<file path="config.mk">
export PLATFORM = sky130hd
export DESIGN_NAME = uart_rx_fifo
export DESIGN_NICKNAME = d
export VERILOG_FILES = /design/src/rtl/uart_rx_fifo_pkg.sv /design/src/rtl/uart_rx_fifo_byte_fifo.sv /design/src/rtl/uart_rx_fifo.sv
export SDC_FILE = /design/constraint.sdc
export NUM_CORES = 1
export LEC_CHECK = 0
export BUFFER_PORTS_ARGS = -buffer_cell sky130_fd_sc_hd__buf_2
export CORE_MARGIN = 3
export CORE_UTILIZATION = 50
export DETAILED_ROUTE_END_ITERATION = 6
export GPL_ROUTABILITY_DRIVEN = 0
export GPL_TIMING_DRIVEN = 0
export PLACE_DENSITY_LB_ADDON = 0.25
export SYNTH_ARGS = -nofsm -noshare
export SYNTH_HDL_FRONTEND = slang
export SYNTH_SLANG_ARGS = --single-unit
</file>
<file path="constraint.sdc">
create_clock -name clk -period 7.3 [get_ports clk]
set_input_delay 1.46 -clock clk [delete_from_list [all_inputs] [get_ports clk]]
set_output_delay 1.46 -clock clk [all_outputs]
set_load 0.005 [all_outputs]
</file>
<file path="src/rtl/uart_rx_fifo_pkg.sv">
// Shared definitions for the UART receive buffer: peripheral slot offsets,
// status bit layout and the capture FSM state type.
package uart_rx_fifo_pkg;

  localparam logic [3:0] SLOT_DATA   = 4'h4;
  localparam logic [3:0] SLOT_STATUS = 4'h5;
  localparam logic [3:0] SLOT_CFG    = 4'hB;

  localparam int ST_EMPTY_BIT = 0;
  localparam int ST_FULL_BIT  = 1;
  localparam int ST_IRQ_BIT   = 2;
  localparam int ST_COUNT_LSB = 4;

  typedef enum logic {
    CAP_IDLE = 1'b0,
    CAP_WAIT = 1'b1
  } cap_state_t;

  // Builds the status slot word seen by the CPU read mux
  function automatic logic [7:0] pack_status(input logic [3:0] cnt,
                                             input logic       emp,
                                             input logic       ful,
                                             input logic       irq);
    logic [7:0] word;
    word                                = 8'h00;
    word[ST_EMPTY_BIT]                  = emp;
    word[ST_FULL_BIT]                   = ful;
    word[ST_IRQ_BIT]                    = irq;
    word[ST_COUNT_LSB+3:ST_COUNT_LSB]   = cnt;
    return word;
  endfunction

endpackage

</file>
<file path="src/rtl/uart_rx_fifo_byte_fifo.sv">
// First-word-fall-through byte FIFO with an explicitly tracked fill count.
// Push into a full FIFO and pop from an empty one are ignored; flush wins over both.
module byte_fifo
  import uart_rx_fifo_pkg::*;
#(
  parameter  int DEPTH = 8,
  localparam int AW    = $clog2(DEPTH),
  localparam int CW    = AW + 1
) (
  input  logic          clk,
  input  logic          rst,
  input  logic          push,
  input  logic          pop,
  input  logic          flush,
  input  logic [7:0]    wr_data,
  output logic [7:0]    rd_data,
  output logic [CW-1:0] count,
  output logic [CW-1:0] count_nxt,
  output logic          empty,
  output logic          full
);

  logic [7:0]    mem_r [DEPTH];
  logic [AW-1:0] wr_ptr_r;
  logic [AW-1:0] rd_ptr_r;
  logic [CW-1:0] count_r;
  logic [CW-1:0] count_nxt_s;
  logic          empty_r;
  logic          full_r;
  logic          push_ok_s;
  logic          pop_ok_s;

  // Qualified push/pop and next fill count
  always_comb begin
    push_ok_s = push && !full_r && !flush;
    pop_ok_s  = pop && !empty_r && !flush;
    if (flush) begin
      count_nxt_s = {CW{1'b0}};
    end else begin
      case ({push_ok_s, pop_ok_s})
        2'b10:   count_nxt_s = count_r + CW'(1);
        2'b01:   count_nxt_s = count_r - CW'(1);
        default: count_nxt_s = count_r;
      endcase
    end
  end

  // Pointer, count and flag registers
  always_ff @(posedge clk or posedge rst) begin
    if (rst) begin
      wr_ptr_r <= {AW{1'b0}};
      rd_ptr_r <= {AW{1'b0}};
      count_r  <= {CW{1'b0}};
      empty_r  <= 1'b1;
      full_r   <= 1'b0;
    end else begin
      if (flush) begin
        wr_ptr_r <= {AW{1'b0}};
        rd_ptr_r <= {AW{1'b0}};
      end else begin
        if (push_ok_s) wr_ptr_r <= wr_ptr_r + AW'(1);
        else           wr_ptr_r <= wr_ptr_r;
        if (pop_ok_s)  rd_ptr_r <= rd_ptr_r + AW'(1);
        else           rd_ptr_r <= rd_ptr_r;
      end
      count_r <= count_nxt_s;
      empty_r <= (count_nxt_s == {CW{1'b0}});
      full_r  <= (count_nxt_s == CW'(DEPTH));
    end
  end

  // Storage array; contents need no reset since count gates visibility
  always_ff @(posedge clk) begin
    if (push_ok_s) mem_r[wr_ptr_r] <= wr_data;
  end

  assign rd_data   = empty_r ? 8'h00 : mem_r[rd_ptr_r];
  assign count     = count_r;
  assign count_nxt = count_nxt_s;
  assign empty     = empty_r;
  assign full      = full_r;

endmodule

</file>
<file path="src/rtl/uart_rx_fifo.sv">
// UART receive buffer: captures one byte per uart_rx valid assertion into byte_fifo
// and raises a level irq at a fill threshold. UART_RX_FIFO_THRESH_EN adds a programmable threshold.
module uart_rx_fifo
  import uart_rx_fifo_pkg::*;
#(
  parameter  int DEPTH     = 8,
  parameter  int THRESHOLD = 1,
  localparam int CW        = $clog2(DEPTH) + 1
) (
  input  logic          clk,
  input  logic          rst,
`ifdef UART_RX_FIFO_THRESH_EN
  input  logic          set_thresh,
  input  logic [CW-1:0] thresh_in,
`endif
  input  logic          in_valid,
  input  logic [7:0]    in_data,
  output logic          in_ack,
  input  logic          rd_pop,
  output logic [7:0]    rd_data,
  input  logic          flush,
  output logic [CW-1:0] count,
  output logic          empty,
  output logic          full,
  output logic          irq
);

  cap_state_t    state_r;
  cap_state_t    state_nxt_s;
  logic          push_s;
  logic          in_ack_r;
  logic          irq_r;
  logic [CW-1:0] count_nxt_s;
  logic [CW-1:0] thresh_nxt_s;

  byte_fifo #(.DEPTH(DEPTH)) u_fifo (
    .clk       (clk),
    .rst       (rst),
    .push      (push_s),
    .pop       (rd_pop),
    .flush     (flush),
    .wr_data   (in_data),
    .rd_data   (rd_data),
    .count     (count),
    .count_nxt (count_nxt_s),
    .empty     (empty),
    .full      (full)
  );

  // Capture state register
  always_ff @(posedge clk or posedge rst) begin
    if (rst) state_r <= CAP_IDLE;
    else     state_r <= state_nxt_s;
  end

  // Capture next state; WAIT holds off until uart_rx drops valid
  always_comb begin
    state_nxt_s = state_r;
    push_s      = 1'b0;
    if (flush) begin
      state_nxt_s = in_valid ? CAP_WAIT : CAP_IDLE;
    end else begin
      case (state_r)
        CAP_IDLE: begin
          if (in_valid && !full) begin
            push_s      = 1'b1;
            state_nxt_s = CAP_WAIT;
          end else begin
            state_nxt_s = CAP_IDLE;
          end
        end
        CAP_WAIT: begin
          if (!in_valid) state_nxt_s = CAP_IDLE;
          else           state_nxt_s = CAP_WAIT;
        end
        default: state_nxt_s = CAP_IDLE;
      endcase
    end
  end

`ifdef UART_RX_FIFO_THRESH_EN
  logic [CW-1:0] thresh_r;

  function automatic logic [CW-1:0] clamp_thresh(input logic [CW-1:0] val);
    if (val == {CW{1'b0}})   return CW'(1);
    else if (val > CW'(DEPTH)) return CW'(DEPTH);
    else                     return val;
  endfunction

  // Next threshold value from a software load
  always_comb begin
    if (set_thresh) thresh_nxt_s = clamp_thresh(thresh_in);
    else            thresh_nxt_s = thresh_r;
  end

  // Programmable threshold register
  always_ff @(posedge clk or posedge rst) begin
    if (rst) thresh_r <= CW'(THRESHOLD);
    else     thresh_r <= thresh_nxt_s;
  end
`else
  assign thresh_nxt_s = CW'(THRESHOLD);
`endif

  // Handshake pulse and irq, both tracking the next-state fill count
  always_ff @(posedge clk or posedge rst) begin
    if (rst) begin
      in_ack_r <= 1'b0;
      irq_r    <= 1'b0;
    end else begin
      in_ack_r <= push_s;
      irq_r    <= (count_nxt_s >= thresh_nxt_s);
    end
  end

  assign in_ack = in_ack_r;
  assign irq    = irq_r;

endmodule
</file>
==> results.toml, run 1 <==
[outcome]
status = "complete, no violations"

[setup_path]
crit_top_cell = "buf_2"
r2r-end = "u_fifo.full$_DFF_PP0_"
startpoint = "u_fifo.rd_ptr_r[1]$_DFFE_PP0P_"
worstSetupEndpointType = "output pin"
arrival_ns = 2.28
r2r-start = "u_fifo.empty$_DFF_PP1_"
worstSetupStartpointType = "flip-flop"
r2r_slack_ns = 4.19
crit_buf_inv = 3
reg2reg_depth = 11
critPathMaxFanout = 10
crit_path_max_incr_delay_ns = 0.54
crit_type = "reg2out"
crit_slowest_cell = "buf_1"
cp_top_family = "buffers and inverters"
crit_required_ns = 5.84
crit_chain = "buf_2 -> buf_1 -> mux4_2 -> mux2i_1 -> nor2_1 -> buf_2"

[synth]
synth.area.mux_share = 0.142
synth_compound_area_frac = 0.0193
synthXorXnorAreaFrac = 0.0217
synth-simple-area-share = 0.0728
ys_top_cells_by_area = "edfxtp_1 59%, mux4_2 11%, dfrtp_1 11%, mux2i_1 3.1%, nor2_1 3.0%"
ys_warn_count = 0
yosysTopAreaCellShare = 0.594
synth_nets = 203
yosysTopAreaCell = "edfxtp_1"
netlist_area_sq_um = 3230
yosysUniqueCellTypes = 29
synth-seq-cells = 79
synthAdderAreaFrac = 0.0193
syn_inst = 185
synth_top_family_by_area = "multiplexers"
avgSynthCellArea_sq_um = 17.5
yosysSeqAreaShare = 0.711

[power_and_ir_drop]
ir_drop_mv = 0.123
pwr_density_cell_nw_per_um2 = 233
p_leak_nw = 1.31

[global_route]
antenna_found_initial = 0
grt_pass1_vias = 1643
grt_max_degree = 16
grt_pass1_wl_microns = 8960
grt_overflow_total = 0
grt_usage = 0.171

[sta]
maxSlewHeadroom = 0.395
hold_viol = 0
period_share = 0.512
setup_tns_ns = 0
max_slew.worst_pin.slew_ns = 0.905
timing.final.max_slew_violations = 0
setup_violations = 0
min_period_ns = 3.74
rsz0062_at_grt = "no"
clock_skew_ns = 0.00757
fmax_mhz = 267

[cts]
post_cts_buffers = 0
clkSinkCount = 79
cts-buffers-inserted = 9
htreeDepth = 3
tritoncts = "done"
cts_resized = 0
clk_pin_slew_ns = 0.07
insertion_delay_ns = 0.33
cts_hold_buf = 0
cts_buffer_depth = 2
root_buffer = "clkbuf_8"

[cells_and_area]
final_cells = 304
insertedDiodeCount = 0
fin_nets = 243
layout_common_cells = "64 x edfxtp_1, 29 x buf_2, 26 x nor2_1"
post_route_cells_drive_above_1_share = 0.288
area_delta_synth_final_pct = 13.0
final_common_cell = "edfxtp_1"
n_fill_cell = 479

[hold_path]
hp-class = "reg2reg"
min_from = "state_r$_DFF_PP0_"
hold_end = "in_ack$_DFF_PP0_"
whs_path_depth = 1

[floorplan]
io_pins = 29
die_h_microns = 86.4
start_util = 0.530
floorplan.die_area_sq_um = 7470
die_w_microns = 86.4
rows = 28
coreArea_sq_um = 6100

[drt]
vias = 1658
via_per_inst = 5.45
drc = 0
wl_per_cell_microns = 18.4
drt-initial-drc-count = 83
routed_wl_microns = 5610
first_pass_iters = 4
ant_nets = 0

[place]
portBuffers = 27
dp_cells = 289
post-dp-hpwl_microns = 3710

[flow_run]
max-cap-violations = 0
layer usage:
layer  track usage  vias to the layer above  share of wire
met1         0.234                      829           0.45
met5             0                        -              0
met3        0.0323                        9          0.041
met4        0.0850                        0          0.018
met2         0.264                       38           0.49
li1              -                      782              -
power breakdown:
group	switching (W)	internal [W]	total, W
clock	0.000139	0.000154	0.000293
sequential	0.00000421	0.000494	0.000498
combinational	0.0000322	0.0000276	0.0000598
stage by stage:
stage	power, W	cell area [sq um]	utilization	worst slack, ns	hold slack [ns]
global placement	0.000567	3460	0.568	3.41	0.504
global route	0.000889	3650	0.600	3.42	0.546
finish	0.000851	3650	0.600	3.56	0.528
floorplan	0.000546	3230	-	3.77	0.485
CTS	0.000861	3650	0.600	3.49	0.526
detailed placement	0.000569	3480	0.570	3.45	0.511
how the worst max path moves through the flow:
stage / cells after the start / endpoint / slack, ns
after global placement: 11 / u_fifo.full$_DFF_PP0_ / 3.41
after CTS: 6 / rd_data[0] / 3.49
after detailed placement: 11 / u_fifo.full$_DFF_PP0_ / 3.45
final: 6 / rd_data[0] / 3.56
after global routing: 6 / rd_data[0] / 3.42
after floorplan: 11 / u_fifo.full$_DFF_PP0_ / 3.77
state kept, by name (all words and copies together), names as in the netlist:
signal and cells:
in_ack 1, irq 1, state_r 1, u_fifo.count 4, u_fifo.empty 1, u_fifo.full 1, u_fifo.mem_r 64, u_fifo.rd_ptr_r 3
u_fifo.wr_ptr_r 3
cell type report:
class | count | area, sq um | area share
Inverter | 2 | 7.51 | 0.00205
Clock buffer | 10 | 128 | 0.0349
Buffer | 8 | 36.3 | 0.00993
Timing Repair Buffer | 29 | 150 | 0.0411
Clock inverter | 5 | 50.0 | 0.0137
Sequential cell | 79 | 2300 | 0.629
Multi-Input combinational cell | 96 | 891 | 0.244
Tap cell | 75 | 93.8 | 0.0257
synthesized netlist by cell type:
library cell and count:
edfxtp_1 64, nor2_1 26, mux4_2 16, dfrtp_1 14, mux2i_1 10, nand2_1 8
ha_1 5, nand2b_1 5, xor2_1 5, clkbuf_1 4, o21ai_0 3, xnor2_1 3
buf_2 2, inv_1 2, nand3b_1 2, nor2b_1 2, nor3_1 2, a21boi_0 1
a21o_1 1, a21oi_1 1, a31o_2 1, a31oi_1 1, a31oi_2 1, buf_1 1
buf_4 1, dfstp_2 1, nand3_1 1, nor4b_4 1, nor4bb_1 1
cell families (layout without fill, tap and decap cells):
group                    count (synthesis)  count (layout)
multiplexers                            26              26
adder cells (fa/ha/maj)                  5               5
buffers and inverters                   10              54
flip-flops                              79              79
XOR/XNOR                                 8               8
AND/OR/NAND/NOR                         48              48
AO/OA/AOI/OAI                            9               9
Note: power is estimated with default switching activity, not from simulation.
==> inputs of run 2 (changes only) <==
==> constraint.sdc (replaced) <==
create_clock -name clk -period 3.3 [get_ports clk]
set_input_delay 0.66 -clock clk [delete_from_list [all_inputs] [get_ports clk]]
set_output_delay 0.66 -clock clk [all_outputs]
set_load 0.005 [all_outputs]
==> run 2 against run 1 <==
Critical path depth unchanged; clock skew about the same; final cell count down 0.33%; critical path type unchanged; sequential share of layout area up 0.065 points; global-route usage unchanged; sequential power up 120%; combinational power up 110%; final area down 0.10%; non-clock buffer count down 1.
==> results.toml, run 2 (synthesis results as in run 1) <==
[floorplan]
die_w_microns = 86.4
rows = 28
floorplan.die_area_sq_um = 7470
coreArea_sq_um = 6100
start_util = 0.530
die_h_microns = 86.4
io_pins = 29

[global_route]
grt_usage = 0.171
grt_pass1_wl_microns = 8960
grt_max_degree = 16
grt_overflow_total = 0
antenna_found_initial = 0
grt_pass1_vias = 1643

[setup_path]
crit_chain = "buf_2 -> buf_1 -> mux4_2 -> mux2i_1 -> nor2_1 -> buf_2"
worstSetupEndpointType = "output pin"
crit_path_max_incr_delay_ns = 0.54
crit_top_cell = "buf_2"
critPathMaxFanout = 10
crit_type = "reg2out"
crit_required_ns = 2.64
arrival_ns = 2.27
crit_slowest_cell = "buf_1"
worstSetupStartpointType = "flip-flop"
cp_top_family = "buffers and inverters"
crit_buf_inv = 3

[cts]
cts_resized = 0
tritoncts = "done"
cts_buffer_depth = 2
clkSinkCount = 79
root_buffer = "clkbuf_8"
insertion_delay_ns = 0.33
htreeDepth = 3
clk_pin_slew_ns = 0.07
cts-buffers-inserted = 9

[cells_and_area]
area_delta_synth_final_pct = 12.9
layout_common_cells = "64 x edfxtp_1, 29 x buf_2, 26 x nor2_1"
insertedDiodeCount = 0
post_route_cells_drive_above_1_share = 0.289
final_common_cell = "edfxtp_1"
largest_reg_flops = 64
fin_nets = 242
top_register = "u_fifo.mem_r"

[sta]
setup_violations = 0
clock_skew_ns = 0.00742
min_period_ns = 2.93
max_slew.worst_pin.slew_ns = 0.909
hold_viol = 0
fmax_mhz = 341
rsz0062_at_grt = "no"
setup_tns_ns = 0
timing.final.max_slew_violations = 0
maxSlewHeadroom = 0.392
period_share = 0.888

[power_and_ir_drop]
finalPower_w = 0.00188
pwr_density_cell_nw_per_um2 = 516
p_leak_nw = 1.31
ir_drop_mv = 0.273

[drt]
drt-initial-drc-count = 69
routed_wl_microns = 5610
vias = 1668
first_pass_iters = 4
wl_per_cell_microns = 18.5
via_per_inst = 5.50
drc = 0
ant_nets = 0

[flow_run]
max-cap-violations = 0

[outcome]
status = "complete, no violations"

[hold_path]
hp-class = "in2async"

[place]
portBuffers = 27
post-dp-hpwl_microns = 3710
==> run 2: worst paths after layout <==
check | start | endpoint | slack [ns] | cells past startpoint
max in group asynchronous | rst | u_fifo.wr_ptr_r[0]$_DFFE_PP0P_ | 2.56 | 2
max reg2reg | u_fifo.empty$_DFF_PP1_ | u_fifo.full$_DFF_PP0_ | 0.55 | 10
min in group clk | state_r$_DFF_PP0_ | in_ack$_DFF_PP0_ | 0.53 | 1
min | rst | state_r$_DFF_PP0_ | 0.37 | 2
max | u_fifo.rd_ptr_r[1]$_DFFE_PP0P_ | rd_data[0] | 0.37 | 6
min reg2reg | state_r$_DFF_PP0_ | in_ack$_DFF_PP0_ | 0.53 | 1
==> run 2: through the flow <==
stage,instances,utilization,area (sq um),hold WS [ns],setup WS [ns]
3_3_place_gp,287,0.568,3460,0.504,0.193
3_5_place_dp,289,0.570,3480,0.511,0.218
5_1_grt,303,0.599,3650,0.395,0.237
4_1_cts,304,0.600,3650,0.374,0.177
6_report,303,0.599,3650,0.365,0.370
2_1_floorplan,185,-,3230,0.485,0.568
==> run 2: layout make-up <==
cell class	count	area [sq um]
clock buffer	10	128
buffer	7	32.5
multi-input combinational	96	891
inverter	2	7.51
sequential	79	2300
timing repair buffer	29	150
tap	75	93.8
fill	481	2440
clock inverter	5	50.0
==> run 2: layer usage <==
metal  vias to the layer above  wire, microns  track usage
met5                         -              0            0
met4                         0            101       0.0850
met3                         9            225       0.0323
met2                        43           2690        0.264
met1                       834           2590        0.234
li1                        782              -            -
==> run 2: repair_timing <==
action | CTS | global route
setup endpoints to repair | 0 | 1
hold buffers | 0 | 0
buffers inserted | 0 | 0
==> run 2: power by group <==
| group | switching, W | internal, W |
|---|---|---|
| clock | 0.000308 | 0.000340 |
| sequential | 0.0000157 | 0.00109 |
| combinational | 0.0000649 | 0.0000604 |
==> inputs of run 3 (changes only) <==
--- a/config.mk
+++ b/config.mk
@@ -5,6 +5,7 @@
 export SDC_FILE = /design/constraint.sdc
 export NUM_CORES = 1
 export LEC_CHECK = 0
+export ABC_AREA = 1
 export BUFFER_PORTS_ARGS = -buffer_cell sky130_fd_sc_hd__buf_2
 export CORE_MARGIN = 3
 export CORE_UTILIZATION = 50
==> run 3 against run 2 <==
Clock skew grew 0.0013 ns; final cell count increased by 35%; critical path depth stayed put; wire length grew 17%; worst hold slack lost 0.00059 ns; largest power group unchanged; highest routed layer unchanged.
==> results.toml, run 3 <==
[outcome]
status = "complete, no violations"

[sta]
hold_viol = 0
clock_skew_ns = 0.00870
hold_ws_ns = 0.364
period_share = 0.762
setup_violations = 0
maxSlewHeadroom = 0.0885
rsz0062_at_grt = "no"
setup_tns_ns = 0
max_slew.worst_pin.slew_ns = 1.36
min_period_ns = 2.52
timing.final.max_slew_violations = 0
fmax_mhz = 398

[synth]
ys_warn_count = 0
synth_ff_type = "edfxtp_1"
yosysTopAreaCellShare = 0.574
synth-seq-cells = 79
synth-edff-count = 64
yosysSeqAreaShare = 0.686
yosysTopAreaCell = "edfxtp_1"
netlist_area_sq_um = 3350
netlist_top_cells_count = "64 x edfxtp_1, 61 x nor2_1, 24 x o21ai_0, 21 x nand2_1, 20 x o21ai_1"
synth_nets = 305
synthArstFlopShare = 0.190
yosysUniqueCellTypes = 28
avgSynthCellArea_sq_um = 11.7
ys_top_cells_by_area = "edfxtp_1 57%, dfrtp_1 10%, nor2_1 6.8%, o21ai_0 3.6%, o21ai_1 3.0%"
syn_inst = 287
synth_most_common_cell = "edfxtp_1"

[drt]
drc = 0
via_per_inst = 5.33
routed_wl_microns = 6580
wl_per_cell_microns = 16.1
ant_nets = 0
first_pass_iters = 4
vias = 2176
drt-initial-drc-count = 206

[cts]
clk_pin_slew_ns = 0.08
cts_buffer_depth = 2
cts_resized = 0
cts-buffers-inserted = 9
insertion_delay_ns = 0.35
tritoncts = "done"
clkSinkCount = 79
root_buffer = "clkbuf_8"
post_cts_buffers = 0
htreeDepth = 3
cts_hold_buf = 0

[place]
portBuffers = 28
dp_cells = 392
post-dp-hpwl_microns = 4440

[cells_and_area]
post_route_cells_drive_above_1_share = 0.211
insertedDiodeCount = 0
top_register = "u_fifo.mem_r"
largest_reg_flops = 64
fin_nets = 344
layout_common_cells = "64 x edfxtp_1, 61 x nor2_1, 33 x buf_2"
final_cells = 408
final_common_cell = "edfxtp_1"
final_core_util = 0.599
area_delta_synth_final_pct = 14.8

[setup_path]
critPathMaxFanout = 8
worstSetupEndpointType = "flip-flop"
crit_required_ns = 3.26
r2r_slack_ns = 0.87
startpoint = "flush"
arrival_ns = 2.47
r2r-start = "u_fifo.full$_DFF_PP0_"
r2r-end = "u_fifo.mem_r[7][3]$_DFFE_PP_"
crit_type = "in2reg"
reg2reg_depth = 5
worstSetupStartpointType = "input pin"

[floorplan]
floorplan.die_area_sq_um = 7710
io_pins = 29
start_util = 0.521
die_w_microns = 87.8
rows = 29
die_h_microns = 87.8
coreArea_sq_um = 6420

[global_route]
antenna_found_initial = 0
grt_max_degree = 16
grt_usage = 0.188
grt_pass1_vias = 2129
grt_overflow_total = 0
grt_pass1_wl_microns = 10400

[power_and_ir_drop]
pwr_density_cell_nw_per_um2 = 659
ir_drop_mv = 0.352
p_leak_nw = 1.53

[flow_run]
max-cap-violations = 0

[hold_path]
hp-class = "in2async"
==> run 3: cell types whose count changed after synthesis, moves of 5 or more <==
cell,change
o21ai_1,+20
nor2_1,+35
inv_2,+7
nand3_1,+6
nand2b_1,-5
nand2_1,+13
inv_1,+12
mux4_2,-16
o21ai_0,+21
o22ai_1,+9
==> run 3: cell families (layout without fill, tap and decap cells) <==
family / after synthesis / count (layout) / share of synthesized area
simple gates: 102 / 102 / 0.130
flops: 79 / 79 / 0.686
compound gates: 59 / 59 / 0.0919
buf+inv: 32 / 76 / 0.0437
mux: 8 / 8 / 0.0239
fa+ha+maj: 5 / 5 / 0.0187
xor+xnor: 2 / 2 / 0.00523
==> run 3: area by class of cell <==
class	count	area [sq um]
clock inverter	6	133
sequential	79	2300
inverter	22	83.8
timing repair buffer	28	140
clock buffer	10	128
buffer	10	62.6
multi-input combinational	176	903
tap	77	96.3
fill	490	2580
==> run 3: worst max-delay path by stage <==
| stage | end | depth (start not counted) |
|---|---|---|
| after floorplan | irq$_DFF_PP0_ | 15 |
| after global placement | u_fifo.mem_r[6][2]$_DFFE_PP_ | 6 |
| after detailed placement | u_fifo.mem_r[6][3]$_DFFE_PP_ | 6 |
| after CTS | rd_data[0] | 8 |
| after global routing | rd_data[0] | 8 |
| final | u_fifo.mem_r[7][3]$_DFFE_PP_ | 6 |
==> run 3: metrics by stage <==
step	instance area [sq um]	total power (W)	setup WS [ns]
after floorplan	3350	0.00148	1.04
after global placement	3580	0.00163	0.411
after detailed placement	3580	0.00164	0.445
after CTS	3840	0.00255	0.772
after global routing	3840	0.00266	0.622
final	3840	0.00253	0.785
==> run 3: power breakdown <==
group | total, W | switching (W) | internal [W] | leakage, nW
combinational | 0.000473 | 0.000293 | 0.000180 | 0.633
clock | 0.000917 | 0.000339 | 0.000578 | 0.126
sequential | 0.00114 | 0.0000244 | 0.00112 | 0.774
==> run 3: metal layers <==
layer  part of all wire  global-route usage  vias up
met1               0.45               0.253     1034
met4              0.029               0.106        0
met5                  0                   0        -
met3              0.053              0.0339       15
li1                   -                   -     1072
met2               0.47               0.289       55
==> run 3: critical path, stage by stage <==
cell and delay [ns]:
buf_2 0.14, inv_2 0.12, nand3_1 0.24, inv_2 0.15, nand2_1 0.11, nor3_1 1.04
